<file path="config.mk">
export PLATFORM = sky130hd
export DESIGN_NAME = mult_add_sched
export DESIGN_NICKNAME = d
export VERILOG_FILES = /design/src/rtl/mult_add_sched.sv
export SDC_FILE = /design/constraint.sdc
export NUM_CORES = 1
export LEC_CHECK = 0
export CAP_MARGIN = 40
export CORE_ASPECT_RATIO = 1.1
export CORE_UTILIZATION = 37
export DETAILED_ROUTE_END_ITERATION = 12
export GPL_TIMING_DRIVEN = 0
export HOLD_SLACK_MARGIN = 0.08
export PLACE_DENSITY = 0.84
export SKIP_LAST_GASP = 1
export SLEW_MARGIN = 5
export SYNTH_ARGS = -nofsm -noshare
export SYNTH_HDL_FRONTEND = slang
export SYNTH_SLANG_ARGS = --single-unit
</file>
<file path="constraint.sdc">
create_clock -name clock0 -period 6.3 [get_ports clock0]
set_clock_uncertainty 0.1 [all_clocks]
set_input_delay 1.26 -clock clock0 [delete_from_list [all_inputs] [get_ports clock0]]
set_output_delay 1.26 -clock clock0 [all_outputs]
set_load 0.02 [all_outputs]
</file>
<file path="src/rtl/mult_add_sched.sv">
// mult_add_sched: round-robin scheduler that time-shares one pipelined
// multiply-accumulate resource among NUM_REQ requesters, one burst at a time.
// A granted requester owns the resource until its last beat; the first beat of
// every burst loads the accumulator, and the final sum is routed back to the
// owner LATENCY+2 cycles after its last beat is accepted.
// Optional feature: define MULT_ADD_SCHED_TIMEOUT_EN to force-release a locked
// burst after TIMEOUT consecutive idle cycles from the owner (timeout_err pulse).
module mult_add_sched #(
    parameter int NUM_REQ      = 4,
    parameter int WIDTH_A      = 16,
    parameter int WIDTH_B      = 16,
    parameter int WIDTH_RESULT = 40,
    parameter int LATENCY      = 3,
    parameter int TIMEOUT      = 64
) (
    input  logic                       clock0,
    input  logic                       sclr_n,
    input  logic [NUM_REQ-1:0]         req_valid,
    input  logic [NUM_REQ-1:0]         req_last,
    input  logic [NUM_REQ*WIDTH_A-1:0] req_dataa,
    input  logic [NUM_REQ*WIDTH_B-1:0] req_datab,
    output logic [NUM_REQ-1:0]         req_ready,
    output logic [WIDTH_A-1:0]         mult_dataa,
    output logic [WIDTH_B-1:0]         mult_datab,
    output logic                       mult_valid,
    output logic                       mult_accum_sload,
    input  logic [WIDTH_RESULT-1:0]    mult_result,
    output logic [NUM_REQ-1:0]         rsp_valid,
    output logic [WIDTH_RESULT-1:0]    rsp_result,
    output logic                       busy,
    output logic                       timeout_err
);

    localparam int ID_W = (NUM_REQ > 1) ? $clog2(NUM_REQ) : 1;

    // Reject configurations the arbitration and tag pipe are not built for.
    if (NUM_REQ < 2 || NUM_REQ > 8 || LATENCY < 1 || TIMEOUT < 1) begin : g_bad_param
        $error("mult_add_sched: unsupported parameter set");
    end

    typedef enum logic {
        IDLE,
        LOCKED
    } state_t;

    // One tag per issued beat, travelling alongside the resource pipeline.
    typedef struct packed {
        logic            valid;
        logic            last;
        logic [ID_W-1:0] id;
    } tag_t;

    state_t          state, state_nxt;
    logic [ID_W-1:0] ptr, ptr_nxt;
    logic [ID_W-1:0] owner, owner_nxt;
    logic [ID_W-1:0] grant;
    logic            grant_found;
    logic [ID_W-1:0] accept_id;
    logic            accept;
    logic            accept_last;
    logic [WIDTH_A-1:0] sel_a;
    logic [WIDTH_B-1:0] sel_b;
    tag_t            tag_pipe [0:LATENCY];
`ifdef MULT_ADD_SCHED_TIMEOUT_EN
    localparam int CNT_W = $clog2(TIMEOUT + 1);
    logic [CNT_W-1:0] idle_cnt;
    logic             timeout_hit;
`endif

    function automatic logic [ID_W-1:0] next_ptr(input logic [ID_W-1:0] p);
        return (p == ID_W'(NUM_REQ - 1)) ? '0 : p + ID_W'(1);
    endfunction

    // Round-robin search: first valid requester at or above the pointer, with wrap.
    always_comb begin
        // NOTE: every combinational output gets a default before any branch so no latch is inferred.
        logic [ID_W:0] sum;
        grant       = '0;
        grant_found = 1'b0;
        sum         = '0;
        // Walk from the farthest candidate down so the nearest valid one wins.
        for (int k = NUM_REQ - 1; k >= 0; k--) begin
            sum = {1'b0, ptr} + (ID_W + 1)'(k);
            if (sum >= (ID_W + 1)'(NUM_REQ)) begin
                sum = sum - (ID_W + 1)'(NUM_REQ);
            end
            if (req_valid[sum[ID_W-1:0]]) begin
                grant       = sum[ID_W-1:0];
                grant_found = 1'b1;
            end
        end
    end

    // Beat acceptance: only the grantee (IDLE) or the owner (LOCKED) sees ready.
    always_comb begin
        req_ready = '0;
        accept_id = (state == IDLE) ? grant : owner;
        if (sclr_n) begin
            if (state == IDLE) begin
                if (grant_found) begin
                    req_ready[grant] = 1'b1;
                end
            end else begin
                req_ready[owner] = req_valid[owner];
            end
        end
        accept = |req_ready;
    end

    // Operand and last-flag select for the accepted requester.
    always_comb begin
        sel_a       = '0;
        sel_b       = '0;
        accept_last = 1'b0;
        for (int i = 0; i < NUM_REQ; i++) begin
            if (accept_id == ID_W'(i)) begin
                sel_a       = req_dataa[i*WIDTH_A +: WIDTH_A];
                sel_b       = req_datab[i*WIDTH_B +: WIDTH_B];
                accept_last = req_last[i];
            end
        end
    end

    // Next-state logic: lock on a non-last beat, release on last beat or timeout.
    always_comb begin
        state_nxt = state;
        ptr_nxt   = ptr;
        owner_nxt = owner;
`ifdef MULT_ADD_SCHED_TIMEOUT_EN
        timeout_hit = 1'b0;
`endif
        case (state)
            IDLE: begin
                if (accept) begin
                    if (accept_last) begin
                        ptr_nxt = next_ptr(grant);
                    end else begin
                        state_nxt = LOCKED;
                        owner_nxt = grant;
                    end
                end
            end
            LOCKED: begin
                if (accept && accept_last) begin
                    state_nxt = IDLE;
                    ptr_nxt   = next_ptr(owner);
                end
`ifdef MULT_ADD_SCHED_TIMEOUT_EN
                else if (!req_valid[owner] && idle_cnt == CNT_W'(TIMEOUT - 1)) begin
                    state_nxt   = IDLE;
                    ptr_nxt     = next_ptr(owner);
                    timeout_hit = 1'b1;
                end
`endif
            end
            default: state_nxt = IDLE;
        endcase
    end

    // Arbitration state register.
    always_ff @(posedge clock0) begin
        // NOTE: sequential state uses non-blocking assignments so every flop samples pre-edge values.
        if (!sclr_n) begin
            state <= IDLE;
            ptr   <= '0;
            owner <= '0;
        end else begin
            state <= state_nxt;
            ptr   <= ptr_nxt;
            owner <= owner_nxt;
        end
    end

    // Issue register: operands and sload hold between beats.
    always_ff @(posedge clock0) begin
        if (!sclr_n) begin
            mult_dataa       <= '0;
            mult_datab       <= '0;
            mult_accum_sload <= 1'b0;
        end else if (accept) begin
            mult_dataa       <= sel_a;
            mult_datab       <= sel_b;
            mult_accum_sload <= (state == IDLE);
        end
    end

    // Tag pipe aligned with the resource: stage 0 matches mult_valid, stage LATENCY matches mult_result.
    always_ff @(posedge clock0) begin
        if (!sclr_n) begin
            // NOTE: the tag pipe is a handful of flops, so it is reset outright; that is what drops in-flight responses.
            for (int s = 0; s <= LATENCY; s++) begin
                tag_pipe[s] <= '0;
            end
        end else begin
            tag_pipe[0] <= '{valid: accept, last: accept & accept_last, id: accept_id};
            for (int s = 1; s <= LATENCY; s++) begin
                tag_pipe[s] <= tag_pipe[s-1];
            end
        end
    end

    assign mult_valid = tag_pipe[0].valid;

    // Response capture: route the accumulated sum of a finished burst to its owner.
    always_ff @(posedge clock0) begin
        if (!sclr_n) begin
            rsp_valid  <= '0;
            rsp_result <= '0;
        end else if (tag_pipe[LATENCY].valid && tag_pipe[LATENCY].last) begin
            rsp_valid  <= NUM_REQ'(1) << tag_pipe[LATENCY].id;
            rsp_result <= mult_result;
        end else begin
            rsp_valid  <= '0;
        end
    end

    // Busy while a burst is locked or any beat is still inside the resource.
    always_comb begin
        busy = (state == LOCKED);
        for (int s = 0; s <= LATENCY; s++) begin
            busy = busy | tag_pipe[s].valid;
        end
    end

`ifdef MULT_ADD_SCHED_TIMEOUT_EN
    // Idle-beat counter for the locked owner; cleared outside LOCKED and on every accepted beat.
    always_ff @(posedge clock0) begin
        if (!sclr_n || state != LOCKED || accept) begin
            idle_cnt <= '0;
        end else if (!req_valid[owner]) begin
            idle_cnt <= idle_cnt + CNT_W'(1);
        end
    end

    // One-cycle error pulse on forced release.
    always_ff @(posedge clock0) begin
        if (!sclr_n) begin
            timeout_err <= 1'b0;
        end else begin
            timeout_err <= timeout_hit;
        end
    end
`else
    assign timeout_err = 1'b0;
`endif

endmodule

</file>
==> impl_metrics.toml, run 1 <==
[status]
status = "completed"

[cells_and_area]
nets = 939
post-route-util_pct = 64.9
fill_cells = 946
antenna_cells = 0
drive_gt1_share_pct = 5.01
multiInputGateArea_sq_um = 2330
area_growth_pct = 68.3
regArea_sq_um = 1960

[synth]
synthDistinctLibCells = 41
async_flop_share_pct = 0
synthTopCellsByCount = "nand2_1 (125), dfxtp_1 (98), mux2i_1 (70), a21boi_0 (41), a222oi_1 (32)"
syn_area_per_cell_sq_um = 9.34
synth_area_leader_cell = "dfxtp_1"
synth_area_leaders = "dfxtp_1 (44%), mux2i_1 (16%), nand2_1 (10%), a222oi_1 (7.1%), a21boi_0 (6.8%)"
synth_top_flop_cell = "dfxtp_1"
synth-seq-cells = 98
synth_seq_area_share_pct = 43.5
synth-edff-count = 0
syn_nets = 669
yosysMostFrequentCell = "nand2_1"
syn-cell-area_sq_um = 4510
yosysWarnings = 0
yosysTopAreaCellShare_pct = 43.5
syn_inst = 483

[timing]
max_freq_mhz = 198
setup_slack_ns = 1.26
setup-tns-final_ns = 0
rsz0062_at_grt = "false"
drv_slew = 0
tightest_slew_ns = 0.605
hold_viol_final = 0
fin_crit_ns = 5.04
finalCritPeriodShare_pct = 80.0
setup-violations-final = 0
fin_hold_ws_ns = 0.337
relSlewSlack_pct = 59.1

[global_route]
overflow = 0
antenna_found_initial = 0
grt_max_degree = 18
grt_pass1_vias = 4966
grt_pass1_wl_um = 23700
grt.total_usage_pct = 24.1

[clocking]
cts_root_buf = "clkbuf_16"
cts_hold_buf = 0
clk_pin_slew_ns = 0.07
cts_setup_buffers = 0
post_cts_resized = 0
htreeDepth = 3
worst_skew_pair.late_latency_ns = 0.34
cts_sinks = 98
cts_buffer_depth = 2
numCtsBuffers = 9
cts_tree = "yes"

[floorplanning]
die-area_sq_um = 12600
die_h_um = 118
rows = 41
start_util_pct = 38.6
ios = 262
core_sq_um = 11700
die_width_um = 107

[detailed_routing]
dr.pass1.iters = 5
wl_per_cell_um = 17.1
vias_per_cell = 5.24
ant_nets = 0
drc = 0
totalWireLength_um = 15500
detail_route.iter0.violations = 443
vias = 4761

[flow_run]
max_cap_violations = 0

[place]
hpwl_um = 12200
io_buffers = 259
routabilityCongestion = 0.943
pre_cts_slack_ns = 1.30

[hold_path]
holdPathEnd = "tag_pipe[2][0]"
hold_path.class = "flip-flop to flip-flop"
hold_path_depth = 1
worstHoldStart = "tag_pipe[1][0]"

[critical_path]
end_kind = "output pin"
r2r-start = "ptr[1]"
cp_max_fo = 6
cp.required_ns = 4.94
worst_ep_arrival_time_ns = 3.68
ff2ff_path_depth = 9
start_kind = "primary input"
r2r_end = "mult_dataa[3]"
rrSetupSlack_ns = 3.02
crit_type = "primary input to output pin"

[power_and_ir_drop]
leakagePower_nw = 3.13
power_mw = 2.27
p_per_area_nw_per_um2 = 300
ir_drop_mv = 0.184
[area by class of cell]
| cell class | count | area share [%] |
|---|---|---|
| Buffer | 40 | 2.46 |
| Clock buffer | 11 | 3.33 |
| Clock inverter | 5 | 0.610 |
| Inverter | 7 | 0.346 |
| Multi-Input combinational cell | 338 | 30.8 |
| Sequential cell | 98 | 25.9 |
| Tap cell | 150 | 2.47 |
| Timing Repair Buffer | 259 | 34.2 |
[stage by stage]
step / std cells / instance area [sq um]
2_1_floorplan: 483 / 4510
3_3_place_gp: 892 / 7290
3_5_place_dp: 892 / 7290
4_1_cts: 908 / 7590
5_1_grt: 908 / 7590
6_report: 908 / 7590
[worst max-delay path by stage]
stage / startpoint / endpoint / slack (ns) / cells past startpoint
3_5_place_dp: req_valid[0] / req_ready[1] / 1.30 / 8
3_3_place_gp: req_valid[0] / req_ready[1] / 1.41 / 8
6_report: req_valid[0] / req_ready[1] / 1.26 / 8
5_1_grt: req_valid[2] / req_ready[0] / 1.20 / 8
2_1_floorplan: req_valid[2] / req_ready[0] / 2.58 / 6
4_1_cts: req_valid[0] / req_ready[1] / 1.30 / 8
[layout by cell type (no fill, tap or decap), types with 2 or more instances in the layout]
cell type / instances
o21ai_0: 2
and2_1: 15
a222oi_1: 32
clkbuf_16: 9
nand2_1: 125
buf_2: 11
dfxtp_1: 98
inv_1: 7
ha_1: 8
clkbuf_1: 24
mux2_2: 2
mux2i_1: 70
nor2b_1: 2
nor2_1: 9
a21boi_0: 41
nor3_1: 3
clkdlybuf4s50_1: 259
clkinv_4: 3
buf_4: 4
a21oi_1: 3
a22o_1: 4
clkbuf_8: 2
[power breakdown]
part / leakage, nW / switching [mW] / total, mW / internal, mW
combinational: 2.18 / 0.459 / 0.923 / 0.465
sequential: 0.803 / 0.0674 / 0.806 / 0.739
clock: 0.148 / 0.249 / 0.545 / 0.296
[metal layers]
layer | up-vias | track usage, % | part of all wire (%)
li1 | 2261 | - | -
met1 | 2190 | 24.9 | 38
met5 | - | 0 | 0
met3 | 38 | 6.48 | 9.7
met4 | 0 | 11.1 | 3.0
met2 | 272 | 44.6 | 50
[registers in the layout (all words and copies together) (netlist names), named ones only]
name,cells
mult_datab,16
mult_accum_sload,1
rsp_result,40
ptr,2
tag_pipe,16
rsp_valid,4
owner,2
mult_dataa,16
[logic make-up after synthesis]
logic type / count (synthesis) / synth area share [%]
AO/OA/AOI/OAI: 94 / 17.8
adder cells (fa/ha/maj): 8 / 2.22
buffers and inverters: 47 / 4.72
flip-flops: 98 / 43.5
multiplexers: 73 / 16.5
other: 1 / 0.0832
AND/OR/NAND/NOR: 162 / 15.2
[worst max-delay path: stages]
cell and delay, ns:
clkdlybuf4s50_1 0.58, nand2_1 0.08, a311oi_1 0.46, nor2_1 0.20
inv_1 0.12, ha_1 0.20, a22o_1 0.16, clkdlybuf4s50_1 0.61
(Power assumes the default switching activity.)
==> run 2: changes to the inputs <==
--- a/config.mk
+++ b/config.mk
@@ -7,11 +7,11 @@
 export LEC_CHECK = 0
 export CAP_MARGIN = 40
 export CORE_ASPECT_RATIO = 1.1
-export CORE_UTILIZATION = 37
+export CORE_UTILIZATION = 35
 export DETAILED_ROUTE_END_ITERATION = 12
 export GPL_TIMING_DRIVEN = 0
 export HOLD_SLACK_MARGIN = 0.08
-export PLACE_DENSITY = 0.84
+export PLACE_DENSITY = 0.83
 export SKIP_LAST_GASP = 1
 export SLEW_MARGIN = 5
 export SYNTH_ARGS = -nofsm -noshare
==> constraint.sdc (replaced) <==
create_clock -name clock0 -period 4.4 [get_ports clock0]
set_clock_uncertainty 0.1 [all_clocks]
set_input_delay 0.88 -clock clock0 [delete_from_list [all_inputs] [get_ports clock0]]
set_output_delay 0.88 -clock clock0 [all_outputs]
set_load 0.02 [all_outputs]
==> impl_metrics.toml, run 2 (synthesis results as in run 1) <==
[cells_and_area]
area_growth_pct = 68.5
fill_cells = 1057
stdcell_count = 915
antenna_cells = 0
largest_register_ffs = 40
largest-register = "rsp_result"
drive_gt1_share_pct = 4.88
nets = 939
layout_commonest_cell = "clkdlybuf4s50_1"
fin_area_sq_um = 7600
multiInputGateArea_sq_um = 2340
regArea_sq_um = 1960
layout_common_cells = "clkdlybuf4s50_1 (259), nand2_1 (125), dfxtp_1 (98)"

[timing]
setup-violations-final = 0
max_freq_mhz = 241
setup-tns-final_ns = 0
rsz0062_at_grt = "false"
drv_slew = 0
hold_viol_final = 0
tightest_slew_ns = 0.626
finalCritPeriodShare_pct = 94.4
fin_crit_ns = 4.15
relSlewSlack_pct = 58.3
fin_hold_ws_ns = 0.335

[critical_path]
r2r-start = "ptr[1]"
r2r_end = "mult_dataa[8]"
start_kind = "primary input"
slowest_delay_ns = 0.57
end_kind = "output pin"
cp.required_ns = 3.42
crit_type = "primary input to output pin"
timing.critical_path.to = "req_ready[1]"
crit_top_cell = "clkdlybuf4s50_1"
worstSetupStartpoint = "req_valid[2]"
ff2ff_path_depth = 9
path_cells = "clkdlybuf4s50_1, or3b_1, o221ai_1, inv_1, ha_1, a22o_1, clkdlybuf4s50_1"
cp_slowest_cell = "clkdlybuf4s50_1"
rrSetupSlack_ns = 1.13
worst_ep_arrival_time_ns = 3.17
cp_max_fo = 6

[detailed_routing]
detail_route.iter0.violations = 439
totalWireLength_um = 15100
ant_nets = 0
dr.pass1.iters = 8
drc = 0
vias_per_cell = 5.22
wl_per_cell_um = 16.5
vias = 4776

[floorplanning]
die-area_sq_um = 13300
rows = 43
die_h_um = 121
ios = 262
start_util_pct = 35.8
die_width_um = 110
core_sq_um = 12600

[clocking]
cts_root_buf = "clkbuf_16"
cts_setup_buffers = 0
worst_skew_pair.late_latency_ns = 0.34
htreeDepth = 3
clk_pin_slew_ns = 0.07
cts_buffer_depth = 2
numCtsBuffers = 9
cts_sinks = 98
cts_tree = "yes"

[global_route]
grt_pass1_vias = 4812
grt_pass1_wl_um = 22500
grt.total_usage_pct = 22.0
overflow = 0
grt_max_degree = 17
antenna_found_initial = 0

[power_and_ir_drop]
leakagePower_nw = 3.12
ir_drop_mv = 0.237
p_per_area_nw_per_um2 = 430

[place]
routabilityCongestion = 0.903
dpl.cell_count = 899
place_area_sq_um = 7300
hpwl_um = 11900
io_buffers = 259

[flow_run]
max_cap_violations = 0

[status]
status = "completed"

[hold_path]
hold_path.class = "flip-flop to flip-flop"
## run 2: cell count changes in the layout (fill, tap and decap cells not counted), moves of 2 or more
cell,delta
clkbuf_1,+2
clkbuf_8,-2
clkinv_4,-2
clkinvlp_4,+2
## run 2: final cells by class
type,count,area share (%)
Tap cell,157,2.58
Clock buffer,11,3.06
Sequential cell,98,25.8
Multi-Input combinational cell,338,30.8
Buffer,40,2.45
Inverter,7,0.346
Timing Repair Buffer,259,34.1
Clock inverter,5,0.823
## run 2: power by group
part	internal (mW)	switching (mW)	leakage, nW	total (mW)
combinational	0.666	0.664	2.18	1.33
sequential	1.06	0.101	0.803	1.16
clock	0.444	0.337	0.136	0.781
## run 2: metal layers
layer | track usage (%) | wire (um) | part of all wire [%]
met5 | 0 | 0 | 0
met4 | 10.3 | 377 | 2.5
met3 | 5.16 | 1450 | 9.6
met2 | 40.7 | 7670 | 51
met1 | 22.9 | 5580 | 37
## run 2: worst max-delay path: cells and delay by family
family	cells	cell delay, ns
simple gates	1	0.37
buf+inv	3	1.27
fa+ha+maj	1	0.25
compound gates	2	0.40
## run 2: how the worst min path moves through the flow
stage                               from             end  slack [ns]  depth (start not counted)
after floorplan           tag_pipe[0][0]  tag_pipe[1][0]        0.31                          1
after global placement    tag_pipe[0][2]  tag_pipe[1][2]        0.31                          1
after detailed placement  tag_pipe[2][2]  tag_pipe[3][2]        0.32                          1
after CTS                 tag_pipe[0][1]  tag_pipe[1][1]        0.34                          1
after global routing      tag_pipe[1][2]  tag_pipe[2][2]        0.35                          1
final                     tag_pipe[0][1]  tag_pipe[1][1]        0.33                          1
## run 2: through the flow
step | worst slack [ns] | util, % | power, mW
2_1_floorplan | 1.21 | - | 1.85
3_3_place_gp | 0.173 | 58.0 | 2.46
3_5_place_dp | 0.0895 | 58.0 | 2.50
4_1_cts | 0.186 | 60.3 | 3.28
5_1_grt | 0.126 | 60.4 | 3.42
6_report | 0.247 | 60.4 | 3.27
## run 2: timing repair
item	CTS	global route
setup endpoints to repair	0	1
gates resized for setup	0	1
hold buffers	0	0
